<file path="src/rtl/tqvp_uart_rx_ctrl.sv">
// Receive-side UART controller: drains receiver bytes into a show-ahead FIFO,
// holds the baud divider, gates RTS on fill level and raises level/timeout/overrun interrupts.
module tqvp_uart_rx_ctrl #(
    parameter int PAYLOAD_BITS    = 8,
    parameter int COUNT_REG_LEN   = 13,
    parameter int FIFO_DEPTH      = 4,
    parameter int DEFAULT_DIVIDER = 6667,
    parameter int IRQ_LEVEL       = 1,
    parameter int RTS_LEVEL       = 3,
    parameter int TIMEOUT_BITS    = 40,
    parameter bit DROP_ON_FULL    = 1'b0
) (
    input  logic                            clk,
    input  logic                            resetn,
    input  logic                            rx_valid,
    input  logic [PAYLOAD_BITS-1:0]         rx_data,
    output logic                            rx_read,
    input  logic                            rx_rts,
    output logic                            uart_rts,
    output logic [COUNT_REG_LEN-1:0]        baud_divider,
    input  logic                            cfg_wr,
    input  logic [COUNT_REG_LEN-1:0]        cfg_divider,
    input  logic                            flush,
    input  logic                            rd_en,
    output logic [PAYLOAD_BITS-1:0]         rd_data,
    output logic                            rd_avail,
    output logic [$clog2(FIFO_DEPTH):0]     level,
    output logic                            overrun,
    input  logic                            clr_overrun,
    output logic                            timeout,
    input  logic                            irq_en,
    output logic                            irq,
    output logic                            dbg_state
);
    localparam int PTR_W = $clog2(FIFO_DEPTH);
    localparam int LVL_W = PTR_W + 1;
    localparam int TB_W  = $clog2(TIMEOUT_BITS + 1);
    localparam logic [LVL_W-1:0] FULL_LVL = LVL_W'(FIFO_DEPTH);
    localparam logic [LVL_W-1:0] IRQ_LVL  = LVL_W'(IRQ_LEVEL);
    localparam logic [LVL_W-1:0] RTS_LVL  = LVL_W'(RTS_LEVEL);
    localparam logic [TB_W-1:0]  TO_MAX   = TB_W'(TIMEOUT_BITS);

    // Receiver handshake: rx_valid holds a byte until rx_read pulses for one cycle;
    // valid is still high (stale) during that ACK cycle, so it is ignored there.
    typedef enum logic {S_IDLE = 1'b0, S_ACK = 1'b1} drain_state_t;
    drain_state_t state, state_next;

    logic [PAYLOAD_BITS-1:0]  mem [FIFO_DEPTH];
    logic [PTR_W-1:0]         wr_ptr, rd_ptr;
    logic [LVL_W-1:0]         count;
    logic                     empty, full, pop, accept, drop, push;
    logic [COUNT_REG_LEN-1:0] cyc_cnt;
    logic [TB_W-1:0]          bit_cnt, bit_cnt_next;
    logic                     cnt_clear, bit_tick;

    assign empty = (count == '0);
    assign full  = (count == FULL_LVL);
    assign pop   = rd_en && !empty;

    always_comb begin
        state_next = state;
        accept     = 1'b0;
        drop       = 1'b0;
        case (state)
            S_IDLE: begin
                if (rx_valid) begin
                    // A same-edge pop frees the slot for the incoming byte.
                    if (!full || pop) begin
                        accept     = 1'b1;
                        state_next = S_ACK;
                    end else if (DROP_ON_FULL) begin
                        drop       = 1'b1;
                        state_next = S_ACK;
                    end
                end
            end
            S_ACK:   state_next = S_IDLE;
            default: state_next = S_IDLE;
        endcase
    end

    assign push = accept && !flush;

    always_ff @(posedge clk or negedge resetn) begin
        if (!resetn) state <= S_IDLE;
        else         state <= state_next;
    end

    assign rx_read   = (state == S_ACK);
    assign dbg_state = state;

    always_ff @(posedge clk) begin
        if (push) mem[wr_ptr] <= rx_data;
    end

    always_ff @(posedge clk or negedge resetn) begin
        if (!resetn) begin
            wr_ptr <= '0;
            rd_ptr <= '0;
            count  <= '0;
        end else if (flush) begin
            wr_ptr <= '0;
            rd_ptr <= '0;
            count  <= '0;
        end else begin
            if (push) wr_ptr <= wr_ptr + 1'b1;
            if (pop)  rd_ptr <= rd_ptr + 1'b1;
            if (push && !pop)      count <= count + 1'b1;
            else if (pop && !push) count <= count - 1'b1;
        end
    end

    assign rd_data  = mem[rd_ptr];
    assign rd_avail = !empty;
    assign level    = count;

    always_ff @(posedge clk or negedge resetn) begin
        if (!resetn)          overrun <= 1'b0;
        else if (flush)       overrun <= 1'b0;
        else if (drop)        overrun <= 1'b1;
        else if (clr_overrun) overrun <= 1'b0;
    end

    always_ff @(posedge clk or negedge resetn) begin
        if (!resetn)     baud_divider <= COUNT_REG_LEN'(DEFAULT_DIVIDER);
        else if (cfg_wr) baud_divider <= cfg_divider;
    end

    // Idle timer only runs while bytes sit untouched in the FIFO.
    assign cnt_clear = push || pop || flush || empty;
    assign bit_tick  = (cyc_cnt >= baud_divider);

    always_comb begin
        bit_cnt_next = bit_cnt;
        if (cnt_clear)                        bit_cnt_next = '0;
        else if (bit_tick && bit_cnt != TO_MAX) bit_cnt_next = bit_cnt + 1'b1;
    end

    always_ff @(posedge clk or negedge resetn) begin
        if (!resetn) begin
            cyc_cnt <= '0;
            bit_cnt <= '0;
        end else begin
            bit_cnt <= bit_cnt_next;
            if (cnt_clear || bit_tick) cyc_cnt <= '0;
            else                       cyc_cnt <= cyc_cnt + 1'b1;
        end
    end

    always_ff @(posedge clk or negedge resetn) begin
        if (!resetn)                      timeout <= 1'b0;
        else if (flush || pop)            timeout <= 1'b0;
        else if (bit_cnt_next == TO_MAX)  timeout <= 1'b1;
    end

    always_ff @(posedge clk or negedge resetn) begin
        if (!resetn) begin
            uart_rts <= 1'b1;
            irq      <= 1'b0;
        end else begin
            uart_rts <= rx_rts || (count >= RTS_LVL);
            irq      <= irq_en && ((count >= IRQ_LVL) || timeout || overrun);
        end
    end

endmodule
</file>
<file path="config.mk">
export PLATFORM = sky130hd
export DESIGN_NAME = tqvp_uart_rx_ctrl
export DESIGN_NICKNAME = d
export VERILOG_FILES = /design/src/rtl/tqvp_uart_rx_ctrl.sv
export SDC_FILE = /design/constraint.sdc
export NUM_CORES = 1
export LEC_CHECK = 0
export BUFFER_PORTS_ARGS = -buffer_cell sky130_fd_sc_hd__buf_2
export CAP_MARGIN = 20
export CORE_UTILIZATION = 34
export CTS_CLUSTER_DIAMETER = 200
export DETAILED_ROUTE_END_ITERATION = 6
export SYNTH_ARGS = -nofsm -noshare
export SYNTH_HDL_FRONTEND = slang
export SYNTH_SLANG_ARGS = --single-unit
</file>
<file path="constraint.sdc">
create_clock -name clk -period 3 [get_ports clk]
set_input_delay 0.15 -clock clk [delete_from_list [all_inputs] [get_ports clk]]
set_output_delay 0.15 -clock clk [all_outputs]
set_load 0.02 [all_outputs]
</file>
==> qor.yml <==
floorplanning:
  initial_utilization: 0.349
  row_count: 37
  io_pins: 61
  die_w_um: 105
  die_h_um: 105
  core_area_mm2: 0.0103
  dieArea_mm2: 0.0110
min_path:
  hp-class: "in2reg"
  worstHoldPathCells: 1
logic_synthesis:
  yosysMostFrequentCell: "dfrtp_1"
  post_synth.cell_area_avg_um2: 12.1
  ys_types: 47
  synth_commonest_cells: "dfrtp_1, nor2_1, edfxtp_1, inv_1"
  yosys-top-cells-area: "edfxtp_1, dfrtp_1, ha_1"
  yosys_warnings: 0
  netlist_area_mm2: 0.00359
  synth-seq-cells: 75
  synth_flop_cell: "dfrtp_1"
  synth_largest_area_cell: "edfxtp_1"
  synth_edf_count: 32
  synth_top_area_frac: 0.268
  synth_cells: 298
  synth_nets: 353
  async_reset_ff_frac: 0.573
  synth_seq_area_share: 0.570
finish:
  area_growth_pct: 21.8
  layoutNonFillerInstCount: 514
  post-route-util: 0.425
  num_antenna_cells: 0
  num-nets-final: 428
  layout-drive-gt1-share: 0.267
  final_cell_area_mm2: 0.00437
timing:
  fin_skew_ns: 0.00830
  setup_viol: 0
  rsz0062_at_grt: "no"
  final-max-slew-violation-count: 0
  fin_crit_ns: 2.36
  worst_pin_slew_ns: 0.585
  timing.final.hold_violations: 0
  relSlewSlack: 0.610
  fmaxAchievable_mhz: 424
  min_period_over_period: 0.787
  setup_tns_ns: 0
drt:
  drt_iter0_markers: 103
  drc: 0
  drtPass1Iterations: 4
  vias_per_cell: 4.61
  via_count: 2369
  wl_per_cell_um: 13.2
  antenna_left: 0
  routed_wl_um: 6790
power:
  p_sw_mw: 0.881
  power_mw: 2.74
  p_comb_frac: 0.245
  p_int_mw: 1.86
  pwr-share-seq: 0.456
  power.density_mw_per_mm2: 626
  clockPowerShare: 0.298
  peakVddDrop_mv: 0.270
  swShare: 0.322
  p_leak_nw: 1.91
job:
  maxCapViolations: 0
critical_path:
  arrival_ns: 2.63
  cp-start-kind: "register"
  crit_required_ns: 3.27
  setup.worst_path.class: "reg2reg"
  reg2regPathDepth: 8
  end_kind: "register"
  worstPathMaxFanout: 13
global_route:
  grt_start_max_net_pins: 44
  antenna_found_initial: 0
  gr-total-overflow: 0
  grt_pass1_vias: 2402
  grt_usage: 0.137
  grt_pass1_wl_um: 11500
cts:
  numCtsBuffers: 9
  clk_path_buf_depth: 2
  htree_levels: 3
  cts_tree: "done"
  clock_sinks: 75
  cts_root_buf: "clkbuf_8"
  ctsResizeCount: 0
  clk_pin_slew_ns: 0.08
  worstSkewPairLatency_ns: 0.35
run_status:
  status: "completed"
place:
  placed_cells: 483
  dp.final_hpwl_um: 4780
  io_buffers: 58
  place_congestion: 0.718
  placed_area_mm2: 0.00401
## layer usage
| layer | track usage | vias up | part of all wire |
|---|---|---|---|
| li1 | - | 1169 | - |
| met1 | 0.164 | 1140 | 0.46 |
| met2 | 0.236 | 50 | 0.48 |
| met3 | 0.0393 | 10 | 0.040 |
| met4 | 0.0483 | 0 | 0.015 |
| met5 | 0 | - | 0 |
## path summary, 6_finish.rpt
path / from / endpoint / slack, ns
setup / recovery: baud_divider[3] / cyc_cnt[0] / 0.64
hold / removal: rx_data[7] / mem[2][7] / 0.01
setup reg to reg: baud_divider[3] / cyc_cnt[0] / 0.64
hold reg to reg: cyc_cnt[0] / cyc_cnt[0] / 0.51
max in group asynchronous: resetn / baud_divider[11] / 2.30
min in group asynchronous: resetn / dbg_state / 0.17
## power groups by stage
stage	logic [mW]	registers [mW]	clock network (mW)
2_1_floorplan	0.459	1.28	0
3_3_place_gp	0.653	1.27	0
3_5_place_dp	0.662	1.28	0
4_1_cts	0.677	1.25	0.843
5_1_grt	0.740	1.27	0.884
6_report	0.671	1.25	0.817
## registers in the layout (all words and copies together), names as in the netlist
| register | flops |
|---|---|
| wr_ptr | 2 |
| baud_divider | 13 |
| uart_rts | 1 |
| bit_cnt | 6 |
| rd_ptr | 2 |
| level | 3 |
| mem | 32 |
| cyc_cnt | 13 |
| timeout | 1 |
| dbg_state | 1 |
| irq | 1 |
## cells in the final DEF, fill, tap and decap left out, types with 2 or more instances in the layout
cell / count
dfstp_2: 7
edfxtp_1: 32
a21oi_1: 10
ha_1: 25
dlygate4sd3_1: 14
and2_1: 4
and3_1: 5
nand2_1: 25
a311oi_1: 2
buf_2: 58
xnor2_1: 10
xor2_1: 10
o21ai_0: 18
nand2b_1: 3
dfrtp_1: 36
inv_6: 3
inv_1: 26
a211oi_1: 2
clkbuf_8: 10
mux4_2: 8
nor2_1: 33
nand3_1: 8
## cells by family (layout without fill, tap and decap cells)
family                   after synthesis  in the layout  share of synthesized area
AND/OR/NAND/NOR                       88             88                      0.117
flip-flops                            75             75                      0.570
AO/OA/AOI/OAI                         43             43                     0.0798
buffers and inverters                 36            116                     0.0408
adder cells (fa/ha/maj)               25             25                     0.0871
XOR/XNOR                              20             20                     0.0488
multiplexers                          10             10                     0.0561
other                                  1              1                    0.00104
## layout make-up
cell class,count,area (um2)
inverters,27,101
clock buffers,10,138
multi-input cells,187,1400
well taps,136,170
clock inverters,6,68.8
fillers,993,5900
flip-flops and latches,75,2050
repair buffers,73,450
## timing repair
item | 4_1_cts | 5_1_grt
endpoints found under the hold margin | 57 | 0
hold buffers | 14 | 0
buffers inserted | 0 | 0
## critical path, stage by stage, from the launching register on
cell,delay [ns]
dfstp_2,0.53
inv_1,0.05
ha_1,0.32
a21o_1,0.18
a21oi_2,0.15
o21ai_2,0.10
a211oi_4,0.37
nand2b_1,0.38
nor2_1,0.20
## stage by stage
stage | hold slack (ns) | setup WS (ns)
6_report | 0.0140 | 0.640
5_1_grt | 0.00474 | 0.432
4_1_cts | 0.000746 | 0.612
3_5_place_dp | 0.364 | 0.628
3_3_place_gp | 0.361 | 0.691
2_1_floorplan | -0.146 | 0.737
(Power assumes the default switching activity.)
